===== src/rtl/pong_game_ctrl.sv =====
// Pong match sequencer: serve hold, play, point pause, match over.
// Tracks both scores, the serve direction and the winner; all outputs are registered.
module pong_game_ctrl #(
    parameter int WIN_SCORE    = 7,
    parameter int SERVE_FRAMES = 60,
    parameter int POINT_FRAMES = 30
) (
    input  logic       pclk,
    input  logic       reset,
    input  logic       frame_tick,
    input  logic       start,
    input  logic       miss_left,
    input  logic       miss_right,
    output logic       ball_hold,
    output logic       play_en,
    output logic       serve_dir,
    output logic [3:0] score_left,
    output logic [3:0] score_right,
    output logic [1:0] winner,
    output logic [2:0] state
);

    typedef enum logic [2:0] {
        IDLE  = 3'd0,
        SERVE = 3'd1,
        PLAY  = 3'd2,
        POINT = 3'd3,
        OVER  = 3'd4
    } state_e;

    localparam logic [3:0] WIN_Q      = 4'(WIN_SCORE);
    localparam logic [7:0] SERVE_LAST = 8'(SERVE_FRAMES - 1);
    localparam logic [7:0] POINT_LAST = 8'(POINT_FRAMES - 1);

    state_e     state_q;
    logic       ball_hold_q;
    logic       play_en_q;
    logic       serve_dir_q;
    logic [3:0] score_left_q;
    logic [3:0] score_right_q;
    logic [1:0] winner_q;
    logic [7:0] frame_cnt_q;
    logic       start_prev_q;
    logic       start_armed_q;

    logic [3:0] score_left_d;
    logic [3:0] score_right_d;
    logic       start_rise;

    // Saturating increments: a score parked at 15 stays there.
    assign score_left_d  = (score_left_q  == 4'hF) ? score_left_q  : score_left_q  + 4'd1;
    assign score_right_d = (score_right_q == 4'hF) ? score_right_q : score_right_q + 4'd1;

    // A start level held high across reset release must first drop before it can count.
    assign start_rise = start & ~start_prev_q & start_armed_q;

    // NOTE: async reset puts every register in its idle value immediately; all state updates use <=.
    always_ff @(posedge pclk or posedge reset) begin
        if (reset) begin
            state_q       <= IDLE;
            ball_hold_q   <= 1'b1;
            play_en_q     <= 1'b0;
            serve_dir_q   <= 1'b1;
            score_left_q  <= 4'd0;
            score_right_q <= 4'd0;
            winner_q      <= 2'b00;
            frame_cnt_q   <= 8'd0;
            start_prev_q  <= 1'b0;
            start_armed_q <= 1'b0;
        end else begin
            start_prev_q <= start;
            if (!start) begin
                start_armed_q <= 1'b1;
            end

            case (state_q)
                IDLE, OVER: begin
                    if (start_rise) begin
                        state_q       <= SERVE;
                        score_left_q  <= 4'd0;
                        score_right_q <= 4'd0;
                        winner_q      <= 2'b00;
                        frame_cnt_q   <= 8'd0;
                    end
                end

                SERVE: begin
                    if (frame_tick) begin
                        if (frame_cnt_q == SERVE_LAST) begin
                            state_q     <= PLAY;
                            frame_cnt_q <= 8'd0;
                            ball_hold_q <= 1'b0;
                            play_en_q   <= 1'b1;
                        end else begin
                            frame_cnt_q <= frame_cnt_q + 8'd1;
                        end
                    end
                end

                PLAY: begin
                    if (miss_left || miss_right) begin
                        state_q     <= POINT;
                        frame_cnt_q <= 8'd0;
                        ball_hold_q <= 1'b1;
                        play_en_q   <= 1'b0;
                        // Both misses at once replays the point from the other side.
                        if (miss_left && miss_right) begin
                            serve_dir_q <= ~serve_dir_q;
                        end else if (miss_left) begin
                            score_right_q <= score_right_d;
                            serve_dir_q   <= 1'b0;
                        end else begin
                            score_left_q <= score_left_d;
                            serve_dir_q  <= 1'b1;
                        end
                    end
                end

                POINT: begin
                    if (frame_tick) begin
                        if (frame_cnt_q == POINT_LAST) begin
                            frame_cnt_q <= 8'd0;
                            if (score_left_q >= WIN_Q || score_right_q >= WIN_Q) begin
                                state_q  <= OVER;
                                winner_q <= (score_left_q >= WIN_Q) ? 2'b01 : 2'b10;
                            end else begin
                                state_q <= SERVE;
                            end
                        end else begin
                            frame_cnt_q <= frame_cnt_q + 8'd1;
                        end
                    end
                end

                default: begin
                    state_q     <= IDLE;
                    frame_cnt_q <= 8'd0;
                    ball_hold_q <= 1'b1;
                    play_en_q   <= 1'b0;
                end
            endcase
        end
    end

    assign ball_hold   = ball_hold_q;
    assign play_en     = play_en_q;
    assign serve_dir   = serve_dir_q;
    assign score_left  = score_left_q;
    assign score_right = score_right_q;
    assign winner      = winner_q;
    assign state       = state_q;

endmodule


===== config.mk =====
export PLATFORM = sky130hd
export DESIGN_NAME = pong_game_ctrl
export DESIGN_NICKNAME = d
export VERILOG_FILES = /design/src/rtl/pong_game_ctrl.sv
export SDC_FILE = /design/constraint.sdc
export NUM_CORES = 1
export LEC_CHECK = 0
export BUFFER_PORTS_ARGS = -buffer_cell sky130_fd_sc_hd__buf_2
export CORE_MARGIN = 2
export CORE_UTILIZATION = 63
export CTS_BUF_LIST = sky130_fd_sc_hd__clkbuf_4 sky130_fd_sc_hd__clkbuf_8
export CTS_CLUSTER_SIZE = 8
export DETAILED_ROUTE_END_ITERATION = 16
export GPL_TIMING_DRIVEN = 0
export PLACE_DENSITY = 0.87
export SYNTH_ARGS = -nofsm -noshare
export SYNTH_HDL_FRONTEND = slang
export SYNTH_SLANG_ARGS = --single-unit

===== constraint.sdc =====
create_clock -name pclk -period 3 [get_ports pclk]
set_input_delay 0 -clock pclk [delete_from_list [all_inputs] [get_ports pclk]]
set_output_delay 0 -clock pclk [all_outputs]
set_load 0.05 [all_outputs]

==> summary.txt <==
Synthesis
  • Syn Nets: 164
  • Yosys warns: 0
  • Commonest register cell after synthesis: dfrtp_1
  • Distinct cells, synth: 40
  • Syn Inst Count: 154
  • Post-synthesis sequential area ratio: 44.96%
  • Yosys reg bits: 26
  • Mapped Area: 1453 um2
  • Asr flop ratio synth: 100.0%
  • EDFF count, synth: 0
  • Post-Syn Area per Cell: 9.433 um2

Clock network
  • Clk slew on worst S/H paths: 0.16 ns
  • Post-CTS sizing: 0
  • Total CTS buffers: 3
  • H-Tree Depth: 1
  • Clk_lat worst skew: 0.35 ns
  • CTS root buffer: clkbuf_4
  • CTS tree: yes
  • Sink Count: 26
  • Deepest clock path buffer count: 2

Detailed routing
  • Vias/cell: 6.066
  • Drt pass-1 iters: 4
  • DRT antenna net count: 0
  • DR DRC count: 0
  • Routed via count: 1280
  • WL final: 3330 um
  • Initial DRC count: 24
  • Drt wl/cell: 15.78 um

Timing
  • RSZ-0062 raised after global routing: false
  • Final setup TNS: 0 ns
  • Final hold violations: 0
  • Achievable Freq: 467.6 MHz
  • Max-slew violations: 0
  • Slew HR: 35.69%
  • Worst Max-Slew Pin Slew: 0.9636 ns
  • Worst Skew: 0.01755 ns
  • Final setup vio count: 0
  • Final min period: 2.139 ns
  • Fin crit share: 71.29%
  • Hold Slack: 0.08163 ns

Setup path
  • CP Capture Type: register
  • Family with the most delay on the worst path: simple AND/OR/NAND/NOR gates
  • RR Endpoint: winner[0]$_DFFE_PP0P_
  • Crit-path cells: inv_1, nor2_1, nand3_1, nor4_1, mux2i_1
  • Critical R2R Launch: state[0]$_DFFE_PP0P_
  • CP Class: register to register
  • Worst path bufs/invs: 1
  • Worst setup path startpoint: state[0]$_DFFE_PP0P_
  • Slowest-stage cell, CP: nor4_1
  • CP required: 3.28 ns
  • Crit. path cell count: 5
  • Startpoint type of the worst setup path: register
  • CP max stage delay: 0.68 ns
  • Reg2reg path depth: 5
  • CP Max Fanout: 8
  • Critical path arrival: 2.42 ns
  • Critical path endpoint: winner[0]$_DFFE_PP0P_
  • FF-to-FF setup slack: 0.86 ns

Run status
  • Status: finished, final reports clean

Die
  • Die Span X: 52.02 um
  • Die Ht: 52.02 um
  • Site Rows: 17
  • Initial Util: 66.30%
  • Die ar.: 2706 um2
  • I/O pin count: 22
  • Core area: 2191 um2

Placement
  • Final Wtd Congestion: 0.8153
  • Port buffer count: 21
  • Detail Placement HPWL: 2321 um
  • Post-Place Cells: 203

Global route
  • M3 GR Usage: 3.736%
  • Initial antenna violation count: 0
  • Total grt overflow: 0
  • Grt met2 use: 50.63%
  • Top Usage Layer GRT: met2
  • GRT Util Overall: 28.33%
  • Met1 Resource Use GR: 31.95%
  • First-pass GRT wire length: 5568 um
  • Largest net degree at the start of global routing: 27
  • Vias in the first global route: 1280

Finish
  • Fillers: 150
  • Multi-input gate area: 749.5 um2
  • Final Non-Filler Cells: 211
  • Net count, final: 194
  • Seq. cell area: 653.1 um2
  • Share of layout cells above drive strength 1: 21.31%
  • # diodes: 0
  • P&R area growth vs syn: 16.02%

Power and ir drop
  • Max IR drop VDD: 470.1 uV
  • Static leakage: 0.7964 nW
  • Pwr dens: 605.8 nW/um2

Hold path
  • Worst min path class: input pin to register

Job
  • Max Cap Violations: 0
power breakdown:
group	internal (mW)	switching [mW]	leakage [nW]	total, mW
Sequential	0.382	0.0526	0.343	0.435
Combinational	0.126	0.210	0.425	0.336
Clock	0.136	0.115	0.0279	0.250
cells in the final DEF, fill, tap and decap left out, drive strengths merged, types with 2 or more instances in the layout:
| cell | count |
|---|---|
| nor2 | 11 |
| mux2i | 3 |
| ha | 4 |
| o311ai | 2 |
| and3 | 2 |
| o31ai | 2 |
| or3 | 3 |
| a31oi | 4 |
| nand2b | 2 |
| dfrtp | 24 |
| nor3b | 2 |
| o21ai | 14 |
| o22ai | 2 |
| nor3 | 9 |
| a22o | 3 |
| clkbuf | 5 |
| dlygate4sd3 | 4 |
| nand3b | 3 |
| inv | 8 |
| buf | 23 |
| xnor2 | 4 |
| nand3 | 13 |
| nand2 | 15 |
| dfstp | 2 |
| a21oi | 5 |
worst register-to-register path, cell delays in order (launching register included):
cell     delay [ns]
dfrtp_1        0.51
inv_1          0.15
nor2_1         0.29
nand3_1        0.17
nor4_1         0.68
mux2i_1        0.30
cell families after synthesis:
logic type | count (synthesis) | share of synthesized area, %
buffers and inverters | 12 | 3.445
AND/OR/NAND/NOR | 67 | 24.29
multiplexers | 4 | 2.842
AO/OA/AOI/OAI | 37 | 18.60
adder cells (fa/ha/maj) | 4 | 3.445
XOR/XNOR | 4 | 2.411
flip-flops | 26 | 44.96
layer usage:
layer	share of wire [%]	routed length, um	vias to the layer above
li1	-	-	616
met1	43	1437	620
met2	50	1678	35
met3	3.6	121	9
met4	2.8	92	0
met5	0	0	-
cell type report:
class | instances | share of cell area, %
clock buffer | 3 | 1.336
inverter | 8 | 1.782
sequential | 26 | 38.75
clock inverter | 1 | 1.782
timing repair buffer | 25 | 8.612
multi-input combinational | 116 | 44.47
tap | 28 | 2.079
buffer | 4 | 1.188
registers in the layout, indices dropped and copies added (netlist names):
signal,count
ball_hold,1
frame_cnt_q,8
play_en,1
score_left,4
score_right,4
serve_dir,1
start_armed_q,1
start_prev_q,1
state,3
winner,2
synthesized netlist by cell type, drive strengths merged (2+ instances only):
cell	n	share of area, %
nor2	11	3.0
nor3	9	3.4
nor3b	2	1.0
a22o	3	1.8
ha	4	3.4
xnor2	4	2.4
buf	2	0.86
nand2b	2	0.86
dfstp	2	3.6
o311ai	2	3.6
inv	8	2.1
or3	3	1.3
a21oi	5	1.7
clkbuf	2	0.52
and3	2	0.86
o22ai	2	0.86
o21ai	14	4.8
nand3	13	4.5
mux2i	3	2.1
o31ai	2	1.0
nand2	15	3.9
nand3b	3	1.6
dfrtp	24	41
a31oi	4	1.7
worst min path at each step:
stage               start                     end  slack, ns  cells past startpoint
6_report       frame_tick   ball_hold$_DFFE_PP1P_       0.08                      4
3_5_place_dp        start  start_prev_q$_DFF_PP0_       0.13                      1
4_1_cts        frame_tick   ball_hold$_DFFE_PP1P_       0.09                      4
2_1_floorplan       start  start_prev_q$_DFF_PP0_       0.03                      0
3_3_place_gp        start  start_prev_q$_DFF_PP0_       0.13                      1
5_1_grt        frame_tick   ball_hold$_DFFE_PP1P_       0.09                      4
through the flow:
step	cell area, um2	total power, mW	worst slack (ns)	utilization [%]
2_1_floorplan	1453	0.6872	0.8965	-
3_3_place_gp	1593	0.7492	1.099	72.70
3_5_place_dp	1593	0.7618	1.064	72.70
4_1_cts	1685	1.013	0.9060	76.93
5_1_grt	1685	1.064	0.6984	76.93
6_report	1685	1.021	0.8612	76.93
timing repair:
| item | 4_1_cts | 5_1_grt |
|---|---|---|
| hold buffers | 4 | 0 |
| setup buffers | 0 | 0 |
| hold endpoints to repair | 27 | 0 |
Note: power is estimated with default switching activity, not from simulation.
